===== src/rtl/prt_dptx_trn_gen.sv =====
// DP TX link training / test pattern generator: pass-through, TPS1, TPS2 and PRBS7.
// Optional PRBS7 mode and its LFSR are compiled in with `define PRT_DPTX_TRN_PRBS7_EN.
module prt_dptx_trn_gen #(
  parameter int P_LANES = 4,
  parameter int P_SPL   = 2
) (
  input  logic                       CLK_IN,
  input  logic                       RST_IN,
  input  logic [1:0]                 CTL_TPS_IN,
  input  logic [2:0]                 CTL_LANES_IN,
  input  logic [P_LANES*P_SPL*9-1:0] LNK_DAT_IN,
  output logic [P_LANES*P_SPL*9-1:0] LNK_DAT_OUT,
  output logic [1:0]                 STA_TPS_OUT
);

  localparam int         W        = P_LANES * P_SPL * 9;
  localparam logic [8:0] SYM_K285 = 9'h1BC;
  localparam logic [8:0] SYM_D116 = 9'h0CB;
  localparam logic [8:0] SYM_D102 = 9'h04A;
  localparam logic [3:0] IDX_STEP = 4'(P_SPL % 10);

  logic [1:0]         cur_tps_reg;
  logic [1:0]         cur_tps_next;
  logic [1:0]         req_tps;
  logic               switch_now;
  logic [3:0]         sym_idx_reg;
  logic [3:0]         sym_idx_next;
  logic [3:0]         tps2_base;
  logic [3:0]         tps2_pos;
  logic [3:0]         idx_adv;
  logic [W-1:0]       dat_reg;
  logic [W-1:0]       dat_next;
  logic [2:0]         active_cnt;
  logic [P_LANES-1:0] lane_on;
  logic [8:0]         tps2_sym [P_SPL];
  logic [8:0]         prbs_sym [P_SPL];

  always_comb begin
    req_tps = CTL_TPS_IN;
`ifndef PRT_DPTX_TRN_PRBS7_EN
    if (CTL_TPS_IN == 2'd3) req_tps = 2'd1;
`endif
  end

  // Leaving TPS2 waits for a period boundary so a TPS2 period is never cut short.
  assign switch_now   = (req_tps != cur_tps_reg) &&
                        ((cur_tps_reg != 2'd2) || (sym_idx_reg == 4'd0));
  assign cur_tps_next = switch_now ? req_tps : cur_tps_reg;

  always_comb begin
    active_cnt = 3'd1;
    if (CTL_LANES_IN == 3'd2) active_cnt = 3'd2;
    if (CTL_LANES_IN == 3'd4) active_cnt = 3'd4;
  end

  always_comb begin
    tps2_base = (switch_now && (req_tps == 2'd2)) ? 4'd0 : sym_idx_reg;
    tps2_pos  = 4'd0;
    for (int j = 0; j < P_SPL; j++) begin
      tps2_pos = tps2_base + 4'(j);
      if (tps2_pos >= 4'd10) tps2_pos = tps2_pos - 4'd10;
      if ((tps2_pos == 4'd0) || (tps2_pos == 4'd2))
        tps2_sym[j] = SYM_K285;
      else if ((tps2_pos == 4'd1) || (tps2_pos == 4'd3))
        tps2_sym[j] = SYM_D116;
      else
        tps2_sym[j] = SYM_D102;
    end
    idx_adv = tps2_base + IDX_STEP;
    if (idx_adv >= 4'd10) idx_adv = idx_adv - 4'd10;
    sym_idx_next = (cur_tps_next == 2'd2) ? idx_adv : sym_idx_reg;
  end

`ifdef PRT_DPTX_TRN_PRBS7_EN
  logic [6:0] lfsr_reg;
  logic [6:0] lfsr_next;
  logic [6:0] prbs_state;
  logic       prbs_fb;

  // x^7 + x^6 + 1, newest bit shifted into bit 0; each output bit fills data LSB first.
  always_comb begin
    prbs_state = (switch_now && (req_tps == 2'd3)) ? 7'h7F : lfsr_reg;
    prbs_fb    = 1'b0;
    for (int j = 0; j < P_SPL; j++) begin
      prbs_sym[j] = 9'h000;
      for (int b = 0; b < 8; b++) begin
        prbs_fb        = prbs_state[6] ^ prbs_state[5];
        prbs_sym[j][b] = prbs_fb;
        prbs_state     = {prbs_state[5:0], prbs_fb};
      end
    end
    lfsr_next = (cur_tps_next == 2'd3) ? prbs_state : lfsr_reg;
  end

  always_ff @(posedge CLK_IN) begin
    if (RST_IN) lfsr_reg <= 7'h7F;
    else        lfsr_reg <= lfsr_next;
  end
`else
  always_comb begin
    for (int j = 0; j < P_SPL; j++) prbs_sym[j] = SYM_D102;
  end
`endif

  for (genvar gi = 0; gi < P_LANES; gi++) begin : g_lane
    assign lane_on[gi] = (gi < int'(active_cnt));
    for (genvar gj = 0; gj < P_SPL; gj++) begin : g_sym
      localparam int LSB = (gi * P_SPL + gj) * 9;
      logic [8:0] pat;
      always_comb begin
        case (cur_tps_next)
          2'd0:    pat = LNK_DAT_IN[LSB +: 9];
          2'd2:    pat = tps2_sym[gj];
          2'd3:    pat = prbs_sym[gj];
          default: pat = SYM_D102;
        endcase
      end
      assign dat_next[LSB +: 9] = lane_on[gi] ? pat : 9'h000;
    end
  end

  always_ff @(posedge CLK_IN) begin
    if (RST_IN) begin
      cur_tps_reg <= 2'd0;
      sym_idx_reg <= 4'd0;
      dat_reg     <= '0;
    end else begin
      cur_tps_reg <= cur_tps_next;
      sym_idx_reg <= sym_idx_next;
      dat_reg     <= dat_next;
    end
  end

  assign LNK_DAT_OUT = dat_reg;
  assign STA_TPS_OUT = cur_tps_reg;

endmodule


===== config.mk =====
export PLATFORM = sky130hd
export DESIGN_NAME = prt_dptx_trn_gen
export DESIGN_NICKNAME = d
export VERILOG_FILES = /design/src/rtl/prt_dptx_trn_gen.sv
export SDC_FILE = /design/constraint.sdc
export NUM_CORES = 1
export LEC_CHECK = 0
export ABC_AREA = 1
export CAP_MARGIN = 20
export CELL_PAD_IN_SITES_DETAIL_PLACEMENT = 0
export CELL_PAD_IN_SITES_GLOBAL_PLACEMENT = 2
export CORE_MARGIN = 2
export CORE_UTILIZATION = 18
export DETAILED_ROUTE_END_ITERATION = 6
export GPL_ROUTABILITY_DRIVEN = 0
export MAX_ROUTING_LAYER = met4
export PLACE_DENSITY_LB_ADDON = 0.1
export SYNTH_ARGS = -nofsm -noshare
export SYNTH_HDL_FRONTEND = slang
export SYNTH_SLANG_ARGS = --single-unit

===== constraint.sdc =====
create_clock -name CLK_IN -period 2.6 [get_ports CLK_IN]
set_input_delay 0.52 -clock CLK_IN [delete_from_list [all_inputs] [get_ports CLK_IN]]
set_output_delay 0.52 -clock CLK_IN [all_outputs]
set_load 0.03 [all_outputs]

==> results.tsv <==
metric	value	unit
Placement Cell Area	4753	µm²
Yosys top cell by area	dfxtp_1	
Site Rows	45	
number of diodes	0	
Power Density	638.1	nW/µm²
EDFF count, synth	0	
worst hold start	sym_idx_reg[3]	
Initial DRT Pass Iterations	6	
Routed Antenna Nets	0	
fill count	1582	
Relative slew margins	0.4469	
Final Hold Fails	0	
Final Max Tran Viols	0	
initial antenna violation count	0	
# port buffers	152	
gr ovfl total	0	
Routed WL	10320	µm
worst hold path class	reg2reg	
top cells by count, synth	81 x nand2_1, 78 x dfxtp_1, 51 x a21oi_1	
Hold Path End	sym_idx_reg[3]	
via/cell ratio	3.968	
number of synthesized register bits	78	
area of the multi-input gates	1085	µm²
Yosys cell types	24	
TritonCTS buffer count	9	
crit end category	register	
clk_skew	0.005971	ns
Die Y	128.9	µm
setup TNS	0	ns
fmax	421.3	MHz
Final min period	2.373	ns
CP cell instances	inv_2, o211ai_4, nand2_2, buf_4, ha_1, inv_1, ha_1, nand3b_1, nand3_4, buf_12, nand2_1, nor2_1	
vias in the first global route	2833	
pre-CTS WS	-0.3539	ns
core area	15200	µm²
top cells by area, synth	dfxtp_1 56%, nand2_1 11%, a21oi_1 9.1%	
area grow syn2layout	84.28	%
first-pass GRT wire length	15460	µm
crit path kind	reg2reg	
DR vias	2841	
RSZ-0062 raised after global routing	false	
hold depth	2	
CTS tree	done	
Mapped Cells	344	
largest net degree at the start of global routing	25	
H-tree Lvls	3	
root buffer cell	clkbuf_16	
Max clock buf depth	2	
top cell type's share of synthesized area	0.5559	
slowest cell on the critical path	dfxtp_2	
slack of the worst reg-to-reg path	0.23	ns
Synth Cell Area	2809	µm²
Nets	609	
max FFs per register	72	
CP arrival	2.66	ns
clk slew on worst S/H paths	0.06	ns
storage element area	1563	µm²
Design Area, Final	5176	µm²
Total Die Area	16620	µm²
post-synth net total	430	
most frequent cell after synthesis	nand2_1	
Avg Cell Area, Syn	8.166	µm²
outcome	complete, no violations	
sequential-to-total area share from yosys stat	0.5559	
CTS sink cnt	78	
cell mode on critical path	ha_1	
io pins	153	
ratio of cells with drive above 1 in the final layout	0.1288	
overall routing resource usage	0.1290	
Max-Cap Viols	0	
Power Total	0.003303	W
hpwl dp	7717	µm
critical path required time	2.88	ns
WP buf/inv	4	
cell class contributing the biggest share of worst-path delay	simple AND/OR/NAND/NOR gates	
Lkg Pwr	2.187	nW
Ys Warns	0	
Starting Density	0.1848	
DR DRC count	0	
die width	128.9	µm
final worst path period share	0.9129	
Crit Reg-Reg Endpoint	LNK_DAT_OUT[10]	
startpoint type of the worst setup path	register	
Crit path largest cell delay	0.38	ns
cells on worst reg2reg path	12	
final setup fails	0	
Worst-Margin Slew	0.8287	ns
Main synth FF type	dfxtp_1	
Setup WS post-layout	0.2266	ns
CP Max Fanout	6	
wire per inst	14.42	µm
FF-to-FF Start	STA_TPS_OUT[1]	
maximum VDD drop	0.0003365	V
clk_lat worst skew	0.34	ns
ys async rst share	0	
DRT iter0 DRCs	110	
[layer usage]
layer  wire length, µm  GRT usage
met2              4577     0.1908
met3               992    0.05821
met1              4600     0.1548
met4               152    0.04604
met5                 0          -
[layout make-up]
cell class / instances / share of cell area
flip-flops and latches: 78 / 0.3019
repair buffers: 182 / 0.3546
inverters: 33 / 0.02393
well taps: 188 / 0.04544
clock buffers: 11 / 0.04883
clock inverters: 5 / 0.01571
multi-input cells: 219 / 0.2096
[metrics by stage]
stage                       util  instances  hold WS [ns]
after CTS                 0.3347        712        0.6252
after detailed placement  0.3127        696        0.6130
after global routing      0.3405        716        0.6458
after global placement    0.3127        696        0.6149
after floorplan                -        344        0.5521
final                     0.3405        716        0.6209
[timing repair]
action / 4_1_cts / 5_1_grt
setup buffers: 0 / 3
endpoints found under the setup margin: 0 / 32
endpoints found under the hold margin: 0 / 0
hold buffers: 0 / 0
gates resized for setup: 0 / 14
[worst reg2reg max path, delay by kind of cell (launching register included)]
family                     cells  cell delay (ns)
and+or+nand+nor                5             0.71
adders and majority gates      2             0.57
buffers and inverters          4             0.42
DFF                            1             0.38
AOI/OAI and AO/OA              1             0.22
[worst max path at each step]
stage,cells past startpoint,end,slack (ns),start
floorplan,13,LNK_DAT_OUT[11],0.01,CTL_TPS_IN[0]
global placement,13,LNK_DAT_OUT[70],-0.31,CTL_TPS_IN[0]
detailed placement,13,LNK_DAT_OUT[70],-0.35,CTL_TPS_IN[0]
CTS,13,LNK_DAT_OUT[70],0.01,CTL_TPS_IN[0]
global route,14,LNK_DAT_OUT[10],0.04,STA_TPS_OUT[1]
finish,12,LNK_DAT_OUT[10],0.23,STA_TPS_OUT[1]
[power by group]
part | internal, W | switching [W] | total (W)
logic | 0.000299 | 0.000329 | 0.000628
registers | 0.00125 | 0.0000203 | 0.00127
clock network | 0.000893 | 0.000513 | 0.00141
[layout by cell type, fill, tap and decap left out]
cell,n
clkdlybuf4s50_1,150
nand2_1,78
dfxtp_1,77
a21oi_1,51
nor2_1,39
inv_1,26
buf_4,23
o21ai_0,11
nand3_1,10
clkbuf_16,10
inv_2,7
nand2_2,6
ha_1,5
buf_12,5
nand3_2,3
nand4_1,3
nor3_1,3
bufinv_16,2
clkbuf_8,2
dlymetal6s2s_1,2
dfxtp_2,1
o211ai_4,1
and2_1,1
o211ai_1,1
nand3b_1,1
nand3_4,1
nor4_1,1
o21ai_2,1
a31oi_1,1
ha_2,1
ha_4,1
clkinv_4,1
clkinv_2,1
clkinvlp_4,1
buf_6,1
[logic make-up (layout without fill, tap and decap cells)]
kind of cell,Yosys count,after routing,share of synthesized area
simple gates,146,146,0.2174
compound gates,66,66,0.1261
fa+ha+maj,7,7,0.03118
buf+inv,47,231,0.06949
flops,78,78,0.5559
No activity file was read; power rests on OpenSTA's default activity.
